**src/rtl/uart_rx_fifo.sv**
```systemverilog
// Receive byte FIFO downstream of the UART receiver: edge-detected push, show-ahead pop.
// Optional registered interrupt output enabled by defining UART_RX_FIFO_IRQ_EN.
module uart_rx_fifo #(
  parameter int unsigned DEPTH_LOG2 = 3,
  parameter int unsigned IRQ_THRESH = 1
) (
  input  logic                  uart_clk,
  input  logic                  reset,
  input  logic [7:0]            rx_data,
  input  logic                  rx_status,
  input  logic                  rd_en,
  input  logic                  ovf_clr,
  output logic [7:0]            rd_data,
  output logic                  empty,
  output logic                  full,
  output logic [DEPTH_LOG2:0]   count,
  output logic                  overflow,
  output logic                  irq
);

  localparam int unsigned Depth = 1 << DEPTH_LOG2;
  localparam int unsigned CntW  = DEPTH_LOG2 + 1;

  logic [7:0]            mem [Depth];
  logic [DEPTH_LOG2-1:0] wr_ptr_q, rd_ptr_q;
  logic [CntW-1:0]       count_q, count_d;
  logic                  rx_status_q;
  logic                  overflow_q, overflow_d;
  logic                  push_evt, do_push, do_pop, ovf_evt;

  assign empty    = (count_q == '0);
  assign full     = (count_q == CntW'(Depth));
  assign count    = count_q;
  assign overflow = overflow_q;
  assign rd_data  = empty ? 8'h00 : mem[rd_ptr_q];

  assign push_evt = rx_status & ~rx_status_q;
  assign do_pop   = rd_en & ~empty;
  // A pop in the same cycle frees the slot a full FIFO needs for the push.
  assign do_push  = push_evt & (~full | do_pop);
  assign ovf_evt  = push_evt & full & ~do_pop;

  always_comb begin
    count_d = count_q;
    if (do_push && !do_pop) begin
      count_d = count_q + CntW'(1);
    end else if (do_pop && !do_push) begin
      count_d = count_q - CntW'(1);
    end
    overflow_d = overflow_q;
    if (ovf_clr) begin
      overflow_d = 1'b0;
    end
    if (ovf_evt) begin
      overflow_d = 1'b1;
    end
  end

  always_ff @(posedge uart_clk or negedge reset) begin
    if (!reset) begin
      wr_ptr_q    <= '0;
      rd_ptr_q    <= '0;
      count_q     <= '0;
      rx_status_q <= 1'b1;
      overflow_q  <= 1'b0;
    end else begin
      rx_status_q <= rx_status;
      count_q     <= count_d;
      overflow_q  <= overflow_d;
      if (do_push) begin
        wr_ptr_q <= wr_ptr_q + DEPTH_LOG2'(1);
      end
      if (do_pop) begin
        rd_ptr_q <= rd_ptr_q + DEPTH_LOG2'(1);
      end
    end
  end

  // Storage carries no reset; rd_data is masked to zero while empty.
  always_ff @(posedge uart_clk) begin
    if (do_push) begin
      mem[wr_ptr_q] <= rx_data;
    end
  end

`ifdef UART_RX_FIFO_IRQ_EN
  logic irq_q;

  always_ff @(posedge uart_clk or negedge reset) begin
    if (!reset) begin
      irq_q <= 1'b0;
    end else begin
      irq_q <= (count_d >= CntW'(IRQ_THRESH)) | overflow_d;
    end
  end

  assign irq = irq_q;
`else
  // Threshold has no effect without interrupt support.
  assign irq = 1'b0 & (count_q >= CntW'(IRQ_THRESH));
`endif

endmodule

```
**config.mk**
```make
export PLATFORM = sky130hd
export DESIGN_NAME = uart_rx_fifo
export DESIGN_NICKNAME = d
export VERILOG_FILES = /design/src/rtl/uart_rx_fifo.sv
export SDC_FILE = /design/constraint.sdc
export NUM_CORES = 1
export LEC_CHECK = 0
export CELL_PAD_IN_SITES_DETAIL_PLACEMENT = 0
export CELL_PAD_IN_SITES_GLOBAL_PLACEMENT = 1
export CORE_MARGIN = 2
export CORE_UTILIZATION = 49
export DETAILED_ROUTE_END_ITERATION = 8
export GPL_TIMING_DRIVEN = 0
export PLACE_DENSITY = 0.81
export SYNTH_ARGS = -nofsm -noshare
export SYNTH_HDL_FRONTEND = slang
export SYNTH_SLANG_ARGS = --single-unit
```
**constraint.sdc**
```tcl
create_clock -name uart_clk -period 4.06 [get_ports uart_clk]
set_input_delay 0.406 -clock uart_clk [delete_from_list [all_inputs] [get_ports uart_clk]]
set_output_delay 0.406 -clock uart_clk [all_outputs]
set_load 0.03 [all_outputs]
```
Word-level counts from Yosys, hierarchy flattened --
Memory sizes are Yosys's and may differ from the RTL's. Index checks and enable logic that the tools add are counted.
Cells by class: bitwise operators 10, multiplexer cells 7, equality and inequality tests 1, add/subtract/negate cells 4, reduce and logical (&&, ||, !) cells 7
Operator list (count):
- two-way mux 4 bit | 2
- two-way mux 8 bit | 1
- adder 3 x 1 -> 3 bit (second input constant) | 2
- AND 1 bit | 5
- adder 4 x 1 -> 4 bit (second input constant) | 1
- equality test 4 bit (second input constant) | 1
- zero test 4 bit | 1
- two-way mux 1 bit | 4
- NOT 1 bit | 4
- nonzero test 2 bit | 2
- subtractor 4 x 1 -> 4 bit (second input constant) | 1
- logical AND 1 bit | 2
- zero test 1 bit | 2
- OR 1 bit | 1
Word-level totals: logic and storage cells 35, memory bits (writable) 64, input bits 13, memories kept 1, bits in registers 12
Memories:
- mem | depth 8, width 8, read ports 1, clocked after memory_dff 0, wr ports 1, line 24 | logic [7:0] mem [Depth];

Longest topological paths before layout --
Gate-level depths: netlist (run 1).
depth in word-level cells 9, gate-level depth with buffers 10, depth with buffers taken out 9

Worst setup path before layout (run 1) --
No wires, ideal clock.
kind reg-to-reg, start reg count_q[0] (netlist: count[0]), end reg count_q[3] (netlist: count[3]), data required time 3929 ps, cell stages (with the launch flop) 11, path buffers 1, slack 1108 ps, data arrival time 2821 ps, path through dfrtp_1 > or4b_1 > buf_2 > o21ai_4 > inv_1 > ha_1 > inv_1 > ha_1 > or4_1 > o211ai_1 > o211ai_1
On the way: word-level cells in the longest chain between the ends 8, elaborated cells on any way between the ends 16
Ends and longest elaborated chain:
- start, declared | line 26 | logic [CntW-1:0] count_q, count_d;
- start signal, assigned | line 68 | count_q <= count_d;
- zero test 4 bit | line 31 | assign empty = (count_q == '0);
- NOT 1 bit | line 38 | assign do_pop = rd_en & ~empty;
- AND 1 bit | line 38
- OR 1 bit * | line 40 | assign do_push = push_evt & (~full | do_pop);
- AND 1 bit * | line 40
- named net do_push | line 29 | logic push_evt, do_push, do_pop, ovf_evt;
- zero test 1 bit | line 47 | end else if (do_pop && !do_push) begin
- logical AND 1 bit | line 47
- nonzero test 2 bit (no line)
Mark *: on every way through the listed nets, which the timed path passes. The rest lies on a longest branch. The select of a mux whose other input is x is not followed. A chain may end at the register's enable or synchronous reset.

Final worst setup path (run 1) --
start reg rd_ptr_q[1], end out rd_data[6]
On the way: word-level cells in the longest chain between the ends 2
Ends and longest elaborated chain:
- start, declared | line 25 | logic [DEPTH_LOG2-1:0] wr_ptr_q, rd_ptr_q;
- start signal, assigned | line 74 | rd_ptr_q <= rd_ptr_q + DEPTH_LOG2'(1);
- memory (8 x 8 bit)
- two-way mux 8 bit | line 35 | assign rd_data = empty ? 8'h00 : mem[rd_ptr_q];
- end, declared | line 13 | output logic [7:0] rd_data,
No other way between the ends.

==> flow_summary_export.csv, run 1 <==
group,metric,value,unit
floorplan,die-width,83.9,microns
global_routing,antenna_found_initial,0,
floorplan,die-height,83.9,microns
drt,wire_per_inst,21.0,microns
place,dpl_cell_area,3520,sq um
min_path,hold_class,"input pin to async pin",
yosys,synth_top_area_share,61.5,%
drt,drc,0,
clock_tree,h-tree-depth,3,
global_routing,grt_start_max_net_pins,13,
outcome,status,"finished, final reports clean",
sta,layout_min_cycle_time,3.32,ns
cells_and_area,nNetsFinal,225,
clock_tree,cts_setup_buffers,0,
yosys,syn-instance-count,167,
worst_setup_path,crit_arrival,2.91,ns
yosys,synth_top_area_cell,"edfxtp_1",
floorplan,die_area,7040,sq um
worst_setup_path,critPathMaxFanout,10,
worst_setup_path,critPathSlowestCell,"buf_1",
cells_and_area,final_area,3710,sq um
place,io_buffers,27,
global_routing,grt_pass1_wl,9.48,mm
yosys,synth_nets,186,
yosys,yosysUniqueCellTypes,35,
worst_setup_path,rrSetupSlack,0.86,ns
clock_tree,numCtsBuffers,9,
cells_and_area,final_cell_mix,"edfxtp_1 (64), clkdlybuf4s50_1 (27), mux4_2 (16)",
drt,ant_nets,0,
clock_tree,clock-sinks,76,
sta,setup_viol,0,
floorplan,initial_core_util,49.8,%
floorplan,core-area,6280,sq um
yosys,synth_area_per_cell,18.7,sq um
cells_and_area,drive_above_1_share,21.3,%
worst_setup_path,reg2reg_from,"count[0]$_DFFE_PN0P_",
worst_setup_path,crit_path_end_kind,"output pin",
sta,tns,0,ns
yosys,synth_seq_area_share,71.1,%
clock_tree,cts-resized-gates,0,
yosys,syn-cell-area,3130,sq um
clock_tree,ctsRootBufferMaster,"clkbuf_8",
floorplan,rows,29,
sta,clock_skew,0.00393,ns
cells_and_area,final_common_cell,"edfxtp_1",
place,gp_congestion,0.770,
run,drv_cap,0,
drt,routed_wl,6.05,mm
power_and_ir_drop,leakage,1.26,nW
yosys,netlist_top_cells_area,"edfxtp_1 (61%), mux4_2 (12%), dfrtp_1 (8.8%)",
clock_tree,ctsHoldBuffers,0,
sta,finalHoldViolations,0,
sta,rsz0062_at_grt,"false",
yosys,ys_warn_count,0,
global_routing,grtUsageTotal,18.5,%
global_routing,overflow,0,
sta,finalMaxSlewViolations,0,
power_and_ir_drop,power_density,728,nW/um^2
worst_setup_path,worstPathRequired,3.65,ns
clock_tree,clkTransAtPathRegs,0.07,ns
cells_and_area,num_antenna_cells,0,
place,dp_hpwl,4.06,mm
sta,worst_pin_slew,0.925,ns
drt,drt_iter0_drc,118,
drt,vias,1672,
sta,fmax,301,MHz
clock_tree,clkLatencyLatePin,0.34,ns
sta,worst_hold_slack,0.423,ns
global_routing,grt_pass1_vias,1796,
floorplan,pin_count,29,
clock_tree,tritoncts,"done",
worst_setup_path,start_kind,"flip-flop",
cells_and_area,area_delta_synth_final,18.6,%
worst_setup_path,crit_chain,"clkbuf_1 -> buf_1 -> mux4_2 -> a22o_1 -> clkdlybuf4s50_1",
power_and_ir_drop,ir_worst_vdd,441,uV
clock_tree,cts_buffer_depth,2,
worst_setup_path,critPathKind,"flip-flop to output pin",
cells_and_area,fill_cells,473,
sta,slew-limit-headroom,38.0,%
yosys,ys_ff_latch,76,
drt,viasPerCell,5.81,
drt,first_pass_iters,4,
sta,finalCritPeriodShare,81.7,%
worst_setup_path,slowest_delay,0.59,ns
worst_setup_path,startpoint,"rd_ptr_q[1]$_DFFE_PN0N_",
metal layers:
metal | global-route usage (%) | wire, microns | up-vias
li1 | - | - | 747
met1 | 23.6 | 2610 | 865
met2 | 30.1 | 3110 | 48
met3 | 3.76 | 212 | 12
met4 | 9.38 | 119 | 0
met5 | 0 | 0 | -
synth_stat cells (all sizes together):
cell type	number
or4	2
o211ai	4
a2111o	1
and2	1
nor2	5
or4b	1
dfrtp	11
nand2b	2
nand3	3
nor2b	1
o21ai	2
conb	1
mux2	3
clkbuf	2
xnor2	6
a21oi	2
nand2	4
buf	6
mux4	16
nand3b	1
mux2i	1
inv	5
nor3	5
dfstp	1
ha	5
fa	1
or3	1
nor4	1
edfxtp	64
a22o	9
state kept, by name (all words and copies together) (netlist names):
signal       count
count            4
mem             64
overflow         1
rd_ptr_q         3
rx_status_q      1
wr_ptr_q         3
area by class of cell:
type,count,area [sq um],area share [%]
Inverter,5,18.8,0.506
Clock inverter,6,55.1,1.48
Timing Repair Buffer,28,278,7.49
Multi-Input combinational cell,78,872,23.5
Clock buffer,10,128,3.44
Buffer,8,38.8,1.05
Sequential cell,76,2220,59.9
Tap cell,77,96.3,2.60
cells by family after synthesis:
kind of cell	after synthesis	share of synthesized area, %
fa+ha+maj	6	2.64
xor+xnor	6	1.68
compound gates	18	4.84
flops	76	71.1
simple gates	27	4.72
buf+inv	13	1.84
other cells	1	0.120
mux	20	13.0
where the power goes:
group / switching (mW) / internal, mW
logic: 0.596 / 0.519
registers: 0.0963 / 0.953
clock network: 0.260 / 0.278
total: 0.952 / 1.75
stage by stage:
step	utilization, %	total power [mW]	cells	setup WS (ns)
6_report	59.1	2.70	288	0.742
3_3_place_gp	55.7	2.12	271	0.719
3_5_place_dp	56.0	2.18	272	0.926
2_1_floorplan	-	1.79	167	1.11
4_1_cts	58.9	2.72	288	0.715
5_1_grt	59.1	2.84	288	0.600
final timing paths:
path                       cells past startpoint                      end
max reg2reg                                   10     count[3]$_DFFE_PN0P_
min reg2reg                                    1  rd_ptr_q[2]$_DFFE_PN0N_
max                                            5               rd_data[6]
min                                            1     overflow$_DFFE_PN0P_
max in group asynchronous                      1  rd_ptr_q[1]$_DFFE_PN0N_
min in group uart_clk                          1    rx_status_q$_DFF_PN1_
worst max-delay path: cells and delay by family, from the launching register on:
family / cells / cell delay [ns]
compound gates: 1 / 0.22
buf+inv: 3 / 1.59
flops: 1 / 0.36
mux: 1 / 0.41
Power figures use the tool's default switching activity.
==> run 2: changes to the inputs <==
- CORE_UTILIZATION: 49 -> 44
- PLACE_DENSITY: 0.81 -> 0.77
- clock period: 4.06 -> 2.7 ns (I/O delays scaled with it)
==> run 2 against run 1 <==
- cell count increased by 8.0%
- combinational power is 53% higher
- sequential share of layout area fell by 2.3 points
- clock skew grew 0.0044 ns
- sequential power is 50% higher
- core utilization shrank 2.5 points
- via count down 1.4%
- wire length grew 4.5%
- clock power is 93% higher
- total power rose by 60%
- die area up 11%
==> flow_summary_export.csv, run 2 (synthesized netlist as in run 1, its figures left out) <==
group,metric,value,unit
run,drv_cap,0,
place,dpl_cell_area,3570,sq um
drt,first_pass_iters,4,
clock_tree,clkTransAtPathRegs,0.08,ns
floorplan,die-height,88.3,microns
min_path,hold_class,"input pin to async pin",
sta,finalHoldViolations,0,
clock_tree,ctsRootBufferMaster,"clkbuf_8",
clock_tree,h-tree-depth,3,
sta,fmax,377,MHz
drt,drt_iter0_drc,127,
cells_and_area,largest_reg_flops,64,
cells_and_area,nNetsFinal,229,
drt,routed_wl,6.33,mm
worst_setup_path,worstPathRequired,2.90,ns
clock_tree,clkLatencyLatePin,0.34,ns
worst_setup_path,crit_end,"count[3]$_DFFE_PN0P_",
worst_setup_path,critPathKind,"flip-flop to flip-flop",
cells_and_area,final_core_util,56.6,%
cells_and_area,fill_cells,538,
clock_tree,cts_buffer_depth,2,
sta,finalCritPeriodShare,98.3,%
sta,setup_viol,0,
outcome,status,"finished, final reports clean",
cells_and_area,top_register,"mem",
cells_and_area,final_common_cell,"edfxtp_1",
cells_and_area,drive_above_1_share,30.2,%
floorplan,initial_core_util,45.8,%
cells_and_area,area_delta_synth_final,23.7,%
cells_and_area,final_area,3870,sq um
drt,vias,1649,
worst_setup_path,rrSetupSlack,0.05,ns
global_routing,grtUsageTotal,17.8,%
cells_and_area,final_cell_mix,"edfxtp_1 (64), clkdlybuf4s50_1 (19), mux4_2 (16)",
global_routing,antenna_found_initial,0,
sta,layout_min_cycle_time,2.65,ns
drt,viasPerCell,5.30,
worst_setup_path,startpoint,"count[0]$_DFFE_PN0P_",
floorplan,rows,30,
sta,worst_pin_slew,0.962,ns
clock_tree,ctsHoldBuffers,0,
floorplan,core-area,6830,sq um
worst_setup_path,start_kind,"flip-flop",
drt,ant_nets,0,
worst_setup_path,crit-reg2reg-capture,"count[3]$_DFFE_PN0P_",
place,post-place-ws,-0.292,ns
floorplan,die_area,7800,sq um
floorplan,die-width,88.3,microns
place,gp_congestion,0.809,
sta,slew-limit-headroom,35.5,%
sta,worst_slack,0.0457,ns
worst_setup_path,critPathMaxFanout,6,
power_and_ir_drop,finalPower,4.32,mW
worst_setup_path,crit_path_end_kind,"flip-flop",
power_and_ir_drop,power_density,1120,nW/um^2
power_and_ir_drop,leakage,1.33,nW
clock_tree,numCtsBuffers,9,
cells_and_area,register_area,2230,sq um
sta,clock_skew,0.00834,ns
sta,rsz0062_at_grt,"false",
sta,finalMaxSlewViolations,0,
worst_setup_path,rr_worst_depth,9,
floorplan,pin_count,29,
global_routing,grt_pass1_wl,9.52,mm
cells_and_area,num_antenna_cells,0,
global_routing,grt_pass1_vias,1749,
clock_tree,clock-sinks,76,
drt,drc,0,
place,dp_hpwl,4.05,mm
cells_and_area,multi_input_area,903,sq um
worst_setup_path,crit_arrival,2.86,ns
global_routing,overflow,0,
power_and_ir_drop,ir_worst_vdd,465,uV
place,io_buffers,27,
worst_setup_path,reg2reg_from,"count[0]$_DFFE_PN0P_",
drt,wire_per_inst,20.3,microns
global_routing,grt_start_max_net_pins,15,
clock_tree,tritoncts,"done",
[run 2: worst min path at each step]
stage	startpoint	endpoint	depth (start not counted)
final	reset	wr_ptr_q[1]$_DFFE_PN0P_	1
after global routing	reset	overflow$_DFFE_PN0P_	1
after floorplan	reset	count[0]$_DFFE_PN0P_	0
after global placement	rd_ptr_q[2]$_DFFE_PN0N_	rd_ptr_q[2]$_DFFE_PN0N_	1
after detailed placement	overflow$_DFFE_PN0P_	overflow$_DFFE_PN0P_	1
after CTS	reset	overflow$_DFFE_PN0P_	1
[run 2: metal layers]
layer  global-route usage [%]  wire length (microns)  vias to the layer above  part of all wire [%]
li1                         -                      -                      754                     -
met1                     22.7                   2660                      861                    42
met2                     30.1                   3410                       27                    54
met3                     4.20                    194                        7                   3.1
met4                     6.20                     57                        0                  0.90
met5                        0                      0                        -                     0
[run 2: critical path, stage by stage, from the launching register on]
cell	delay, ns
dfrtp_2	0.43
or4b_4	0.59
o21ai_4	0.16
inv_2	0.06
ha_4	0.18
inv_4	0.08
ha_4	0.21
or4_1	0.52
o211ai_1	0.13
o211ai_1	0.14
[run 2: layout make-up]
cell class | count | area share, %
clock buffer | 9 | 3.20
tap | 96 | 3.10
inverter | 5 | 0.550
clock inverter | 7 | 3.14
buffer | 7 | 1.16
multi-input combinational | 78 | 23.4
timing repair buffer | 33 | 7.89
sequential | 76 | 57.6
[run 2: power breakdown]
part | internal, mW | switching (mW)
registers | 1.44 | 0.133
clock network | 0.620 | 0.420
logic | 0.773 | 0.938
total | 2.83 | 1.49
[run 2: metrics by stage]
stage	hold WS (ns)	instances	TNS, ns
5_1_grt	0.333	311	0
6_report	0.290	311	0
4_1_cts	0.298	311	0
2_1_floorplan	-0.0256	167	-0.0729
3_3_place_gp	0.477	290	-12.70
3_5_place_dp	0.503	291	-1.86
[run 2: repair_timing]
item                                    4_1_cts  5_1_grt
gates cloned                                  0        0
endpoints found under the setup margin       10        1
setup buffers                                 4        1
gates resized for setup                      18        2
pin swaps                                     1        2
==> run 3: changes to the inputs <==
- SKIP_CTS_REPAIR_TIMING: unset -> 1
==> run 3 against run 2 <==
- the run now ends with negative setup slack left
- clock power about the same
- critical path type unchanged
- cell count increased by 2.9%
- critical path depth increased by 1
- die area unchanged
- final area increased by 2.8%
- worst hold slack about the same
- clock skew decreased by 0.00054 ns
- combinational power increased by 9%
==> flow_summary_export.csv, run 3 (synthesized netlist as in run 1, its figures left out) <==
group,metric,value,unit
outcome,status,"complete, but fails checks",
outcome,failed_checks,"negative setup slack",
global_routing,overflow,0,
global_routing,antenna_found_initial,0,
min_path,hold_class,"input pin to async pin",
sta,worst_slack,-0.00605,ns
drt,wire_per_inst,20.4,microns
clock_tree,clock-sinks,76,
worst_setup_path,critPathMaxFanout,6,
sta,setup_viol,1,
drt,ant_nets,0,
drt,routed_wl,6.52,mm
cells_and_area,num_antenna_cells,0,
cells_and_area,final_area,3980,sq um
global_routing,grt_start_max_net_pins,15,
cells_and_area,multi_input_area,907,sq um
floorplan,die-height,88.3,microns
global_routing,grt_pass1_wl,9.40,mm
place,dp_hpwl,4.05,mm
global_routing,use_met2,30.0,%
clock_tree,clkTransAtPathRegs,0.08,ns
place,post-place-ws,-0.292,ns
sta,tns,-0.00605,ns
cells_and_area,drive_above_1_share,33.5,%
worst_setup_path,slowest_delay,0.54,ns
global_routing,grt_use_met1,22.5,%
cells_and_area,final_common_cell,"edfxtp_1",
drt,viasPerCell,5.30,
worst_setup_path,crit_arrival,2.91,ns
sta,finalHoldViolations,0,
cells_and_area,register_area,2230,sq um
cells_and_area,fill_cells,528,
power_and_ir_drop,ir_worst_vdd,497,uV
clock_tree,h-tree-depth,3,
cells_and_area,top_register,"mem",
cells_and_area,area_delta_synth_final,27.2,%
cells_and_area,final_cell_mix,"edfxtp_1 (64), clkdlybuf4s50_1 (19), mux4_2 (16), buf_4 (16)",
power_and_ir_drop,finalPower,4.48,mW
place,dpl_cell_area,3570,sq um
sta,finalCritPeriodShare,100,%
floorplan,core-area,6830,sq um
worst_setup_path,worstPathRequired,2.91,ns
global_routing,grtUsageTotal,17.7,%
sta,layout_min_cycle_time,2.71,ns
sta,worst_pin_slew,0.993,ns
place,io_buffers,27,
sta,clock_skew,0.00780,ns
clock_tree,ctsRootBufferMaster,"clkbuf_8",
worst_setup_path,crit_chain,"or4b_4 -> buf_6 -> o21ai_4 -> inv_2 -> ha_4 -> inv_4 -> ha_4 -> or4_4 -> o211ai_1 -> o211ai_1",
sta,finalMaxSlewViolations,0,
worst_setup_path,startpoint,"count[0]$_DFFE_PN0P_",
cells_and_area,instances_no_fill,320,
clock_tree,numCtsBuffers,9,
cells_and_area,final_core_util,58.2,%
global_routing,gr-usage-met3,4.20,%
sta,slew-limit-headroom,33.6,%
worst_setup_path,reg2reg_from,"count[0]$_DFFE_PN0P_",
clock_tree,cts_buffer_depth,2,
drt,drt_iter0_drc,124,
floorplan,die-width,88.3,microns
drt,drc,0,
clock_tree,clkLatencyLatePin,0.34,ns
drt,first_pass_iters,4,
place,dp_cells,291,
global_routing,grt_pass1_vias,1737,
run,drv_cap,0,
cells_and_area,nNetsFinal,238,
floorplan,initial_core_util,45.8,%
cells_and_area,largest_reg_flops,64,
global_routing,grt_most_used_layer,"met2",
worst_setup_path,crit_path_end_kind,"flip-flop",
floorplan,die_area,7800,sq um
sta,fmax,370,MHz
sta,worst_hold_slack,0.290,ns
clock_tree,tritoncts,"done",
worst_setup_path,critPathSlowestCell,"or4b_4",
floorplan,pin_count,29,
floorplan,rows,30,
place,gp_congestion,0.809,
power_and_ir_drop,leakage,1.45,nW
worst_setup_path,critPathKind,"flip-flop to flip-flop",
drt,vias,1696,
sta,rsz0062_at_grt,"true",
worst_setup_path,start_kind,"flip-flop",
power_and_ir_drop,power_density,1130,nW/um^2
-- run 3: power breakdown --
part | switching [mW] | internal [mW]
Clock | 0.419 | 0.620
Sequential | 0.135 | 1.44
Combinational | 0.966 | 0.901
-- run 3: area by class of cell --
cell class	count	area share (%)
clock buffer	9	3.12
inverter	5	0.535
clock inverter	7	3.05
buffer	7	1.32
timing repair buffer	42	10.1
multi-input combinational	78	22.8
sequential	76	56.0
tap	96	3.02
-- run 3: worst paths after layout --
check	cells after the start	end	slack [ns]
setup / recovery	10	count[3]$_DFFE_PN0P_	-0.006
hold reg to reg	1	overflow$_DFFE_PN0P_	0.52
hold / removal	1	wr_ptr_q[1]$_DFFE_PN0P_	0.29
setup reg to reg	10	count[3]$_DFFE_PN0P_	-0.006
max in group asynchronous	1	count[1]$_DFFE_PN0P_	2.01
min in group uart_clk	1	rx_status_q$_DFF_PN1_	0.36
-- run 3: routing by layer --
metal / vias up / part of all wire, %
met2: 58 / 54
met4: 0 / 1.3
li1: 773 / -
met1: 856 / 38
met3: 9 / 6.4
met5: - / 0
-- run 3: worst max-delay path, delay by kind of cell, from the launching register on --
family                     cells  cell delay (ns)
adders and majority gates      2             0.38
and+or+nand+nor                2             1.03
DFF                            1             0.44
AOI/OAI and AO/OA              3             0.44
buffers and inverters          3             0.28
==> patch 1 (flow settings as in run 1) <==
Put one more register stage on the output `overflow`, cleared by the reset. The value now appears one clock later. The other outputs are not delayed to match.
--- a/src/rtl/uart_rx_fifo.sv
+++ b/src/rtl/uart_rx_fifo.sv
@@ -31,7 +31,13 @@
   assign empty    = (count_q == '0);
   assign full     = (count_q == CntW'(Depth));
   assign count    = count_q;
-  assign overflow = overflow_q;
+  always_ff @(posedge uart_clk or negedge reset) begin
+    if (!reset) begin
+      overflow <= '0;
+    end else begin
+      overflow <= overflow_q;
+    end
+  end
   assign rd_data  = empty ? 8'h00 : mem[rd_ptr_q];
 
   assign push_evt = rx_status & ~rx_status_q;
Behaviour: no difference found for any inputs over 10 cycles, from zero or initial values and one cycle with reset low; that may be too few to reach the edited logic, so the function may still have changed.
==> patch 1 against run 1 <==
- utilization rose by 0.16 points
- synthesized area rose by 0.80%
- critical path type unchanged
- sequential cell count rose by 1
- worst setup slack improved by 5.5 ps
- total power fell by 1.4%
- synthesized cell count rose by 0.60%
- first-iteration DRC count rose by 10%
- routed wire length rose by 2.0%
- final cell count rose by 0.35%
- count of clock-buffer cells in the layout did not move
- cell area rose by 0.27%
- worst hold slack got worse by 32 ps
==> patch 1: results <==
{
  "outcome": "complete, no violations",
  "cts.sinks": 77,
  "dp_cells": 273,
  "grt_pass1_wl_um": 9720,
  "worst_path_max_delay_cell": "buf_1",
  "peakVddDrop_mv": 0.379,
  "syn_inst": 168,
  "dp_slack_ps": 937,
  "switching_power_uw": 963,
  "vias": 1673,
  "cts_buffer_depth": 2,
  "synth_common_cells": "64 x edfxtp_1, 16 x mux4_2, 12 x dfrtp_1",
  "tightest_slew_ps": 1020,
  "place_area_um2": 3550,
  "grt_max_degree": 14,
  "nets": 226,
  "grt_pass1_vias": 1870,
  "cts_made_buffers": 9,
  "gp_congestion": 0.732,
  "drive_above_1_share": 0.226,
  "fin_skew_ps": 9.93,
  "vias_per_cell": 5.79,
  "grt_util_all_layers": 0.191,
  "hold_class": "reg -> reg",
  "dpl.hpwl_um": 4090,
  "drt_iter0_markers": 130,
  "synthArstFlopShare": 0.169,
  "yosys-top-cells-area": "edfxtp_1 61%, mux4_2 11%, dfrtp_1 9.5%",
  "yosysSeqAreaShare": 0.713,
  "leakage_nw": 1.26,
  "wl_per_cell_um": 21.4,
  "cp_data_arrival_time_ps": 2910,
  "areaGrowthSynthToFinish_pct": 18.0,
  "crit_family": "buffers and inverters",
  "syn_nets": 187
}
-- patch 1: changes by cell type after synthesis --
cell / delta
dfrtp_1: +1
-- patch 1: layer usage --
layer	global-route usage	up-vias	share of wire
met5	0	-	0
met4	0.110	0	0.034
met3	0.0393	18	0.044
met2	0.300	54	0.50
met1	0.249	848	0.43
li1	-	753	-
-- patch 1: path summary, 6_finish.rpt --
check,start,end,slack (ps),cells after the start
max reg2reg,count[0],count[3],900,10
max,rd_ptr_q[1],rd_data[4],750,5
max in group asynchronous,reset,rd_ptr_q[1],3190,1
min,overflow_q,overflow,390,0
min reg2reg,overflow_q,overflow,390,0
min in group asynchronous,reset,count[3],460,1
-- patch 1: cell families (layout without fill, tap and decap cells) --
kind of cell	count (synthesis)	count (layout)	synth area share
other cells	1	1	0.00119
flops	77	77	0.713
mux	20	20	0.129
buf+inv	13	57	0.0183
simple gates	27	27	0.0468
compound gates	18	18	0.0480
fa+ha+maj	6	6	0.0262
xor+xnor	6	6	0.0167
-- patch 1: cell type report --
class / instances / share of cell area
Tap cell: 77 / 0.0259
Clock inverter: 6 / 0.0108
Sequential cell: 77 / 0.604
Timing Repair Buffer: 28 / 0.0747
Clock buffer: 10 / 0.0343
Inverter: 5 / 0.00505
Buffer: 8 / 0.0104
Multi-Input combinational cell: 78 / 0.234
-- patch 1: power by group through the flow --
stage	Combinational, mW	Clock (mW)	Sequential, mW
2_1_floorplan	0.717	0	1.08
3_3_place_gp	1.08	0	1.05
3_5_place_dp	1.12	0	1.07
4_1_cts	1.13	0.498	1.06
5_1_grt	1.19	0.528	1.07
6_report	1.12	0.491	1.06
==> patch 2 (config.mk and constraints of run 1) <==
Without the edit above. Change the parameter `DEPTH_LOG2` from 3 to 2.
--- a/src/rtl/uart_rx_fifo.sv
+++ b/src/rtl/uart_rx_fifo.sv
@@ -1,7 +1,7 @@
 // Receive byte FIFO downstream of the UART receiver: edge-detected push, show-ahead pop.
 // Optional registered interrupt output enabled by defining UART_RX_FIFO_IRQ_EN.
 module uart_rx_fifo #(
-  parameter int unsigned DEPTH_LOG2 = 3,
+  parameter int unsigned DEPTH_LOG2 = 2,
   parameter int unsigned IRQ_THRESH = 1
 ) (
   input  logic                  uart_clk,
Interface: changed (resized count); port bits go from 29 to 28. The function was not compared with the original's and may differ.
==> patch 2 against run 1 <==
- maximum frequency increased by 31%
- sequential cell count decreased by 35
- synthesized area decreased by 45%
- first-iteration DRC count decreased by 82%
- critical endpoint is now rd_data[0]
- cell area decreased by 43%
- worst hold slack got worse by 74 ps
- utilization increased by 3.8 points
- total power decreased by 45%
- routed wire length decreased by 56%
- sequential power decreased by 45%
- final cell count decreased by 39%
- highest routed layer unchanged
- worst setup slack improved by 780 ps
- die area decreased by 43%
==> patch 2: results <==
{
  "yosysSeqAreaShare": 0.688,
  "grt_util_all_layers": 0.153,
  "leakage_nw": 0.765,
  "synth.distinct_cells": 24,
  "synth_common_cells": "32 x edfxtp_1, 12 x and2_1, 8 x dfrtp_1, 8 x mux4_2, 6 x inv_1",
  "syn_nets": 114,
  "cell_internal_pwr_uw": 965,
  "use_met1": 0.194,
  "fin_skew_ps": 5.11,
  "cts_root_buf": "clkbuf_4",
  "drt_iter0_markers": 21,
  "cts_made_buffers": 5,
  "nets": 147,
  "dp_cells": 167,
  "wl_met1_um": 1150,
  "synthXorXnorAreaFrac": 0.0304,
  "vias": 902,
  "grt_pass1_vias": 935,
  "cts_max_level": 2,
  "cp_data_arrival_time_ps": 2130,
  "drive_above_1_share": 0.194,
  "dpl.hpwl_um": 1850,
  "synth_fa_ha_area_frac": 0.0478,
  "gp_congestion": 0.702,
  "grt_pass1_wl_um": 4450,
  "outcome": "complete, no violations",
  "final_cells": 175,
  "syn_inst": 95,
  "drt-total-wl_um": 2640,
  "clk_pin_slew_worst_paths_ps": 110,
  "synth-compound-area-share": 0.00797,
  "synthArstFlopShare": 0.220,
  "peakVddDrop_mv": 0.403,
  "io_buffers": 26,
  "synth_edf_count": 32,
  "worst_path_max_delay_cell": "clkdlybuf4s50_1",
  "muxShareOfSynthArea": 0.117,
  "wl_met2_um": 1380
}
==> patch 2: layout make-up <==
type                            instances  area, um^2  share of cell area
Timing Repair Buffer                   26         260               0.123
Inverter                                6        22.5              0.0107
Clock buffer                            7        65.1              0.0308
Tap cell                               46        57.6              0.0272
Multi-Input combinational cell         44         482               0.228
Clock inverter                          1        5.00             0.00237
Buffer                                  4        35.0              0.0166
Sequential cell                        41        1190               0.562
==> patch 2: power groups by stage <==
stage,Combinational [mW],Sequential [mW],Clock (mW)
final,0.690,0.576,0.222
after global routing,0.748,0.587,0.243
after CTS,0.703,0.577,0.228
after detailed placement,0.702,0.587,0
after global placement,0.690,0.581,0
after floorplan,0.439,0.610,0
==> patch 2: worst reg2reg max path: cells and delay by family, from the launching register on <==
| kind | cells | cell delay [ps] |
|---|---|---|
| XOR/XNOR | 2 | 300 |
| AND/OR/NAND/NOR | 3 | 640 |
| flip-flops | 1 | 470 |
| buffers and inverters | 1 | 60 |
| adder cells (fa/ha/maj) | 2 | 570 |
==> patch 2: final timing paths <==
check / startpoint / to / slack (ps) / cells after the start
setup / recovery: rd_ptr_q[0] / rd_data[0] / 1520 / 4
hold / removal: reset / overflow / 350 / 1
setup reg to reg: count[1] / count[2] / 1950 / 8
hold reg to reg: overflow / overflow / 540 / 2
max in group asynchronous: reset / rx_status_q / 3390 / 1
min in group uart_clk: rx_status / rx_status_q / 490 / 1
==> patch 2: per-stage QoR <==
step	setup slack (ps)	hold WS [ps]	power [mW]	area (um^2)
floorplan	1820	110	1.05	1730
global placement	1620	512	1.27	2040
detailed placement	1580	518	1.29	2040
CTS	1490	351	1.51	2110
global route	1420	385	1.58	2110
finish	1520	350	1.49	2110
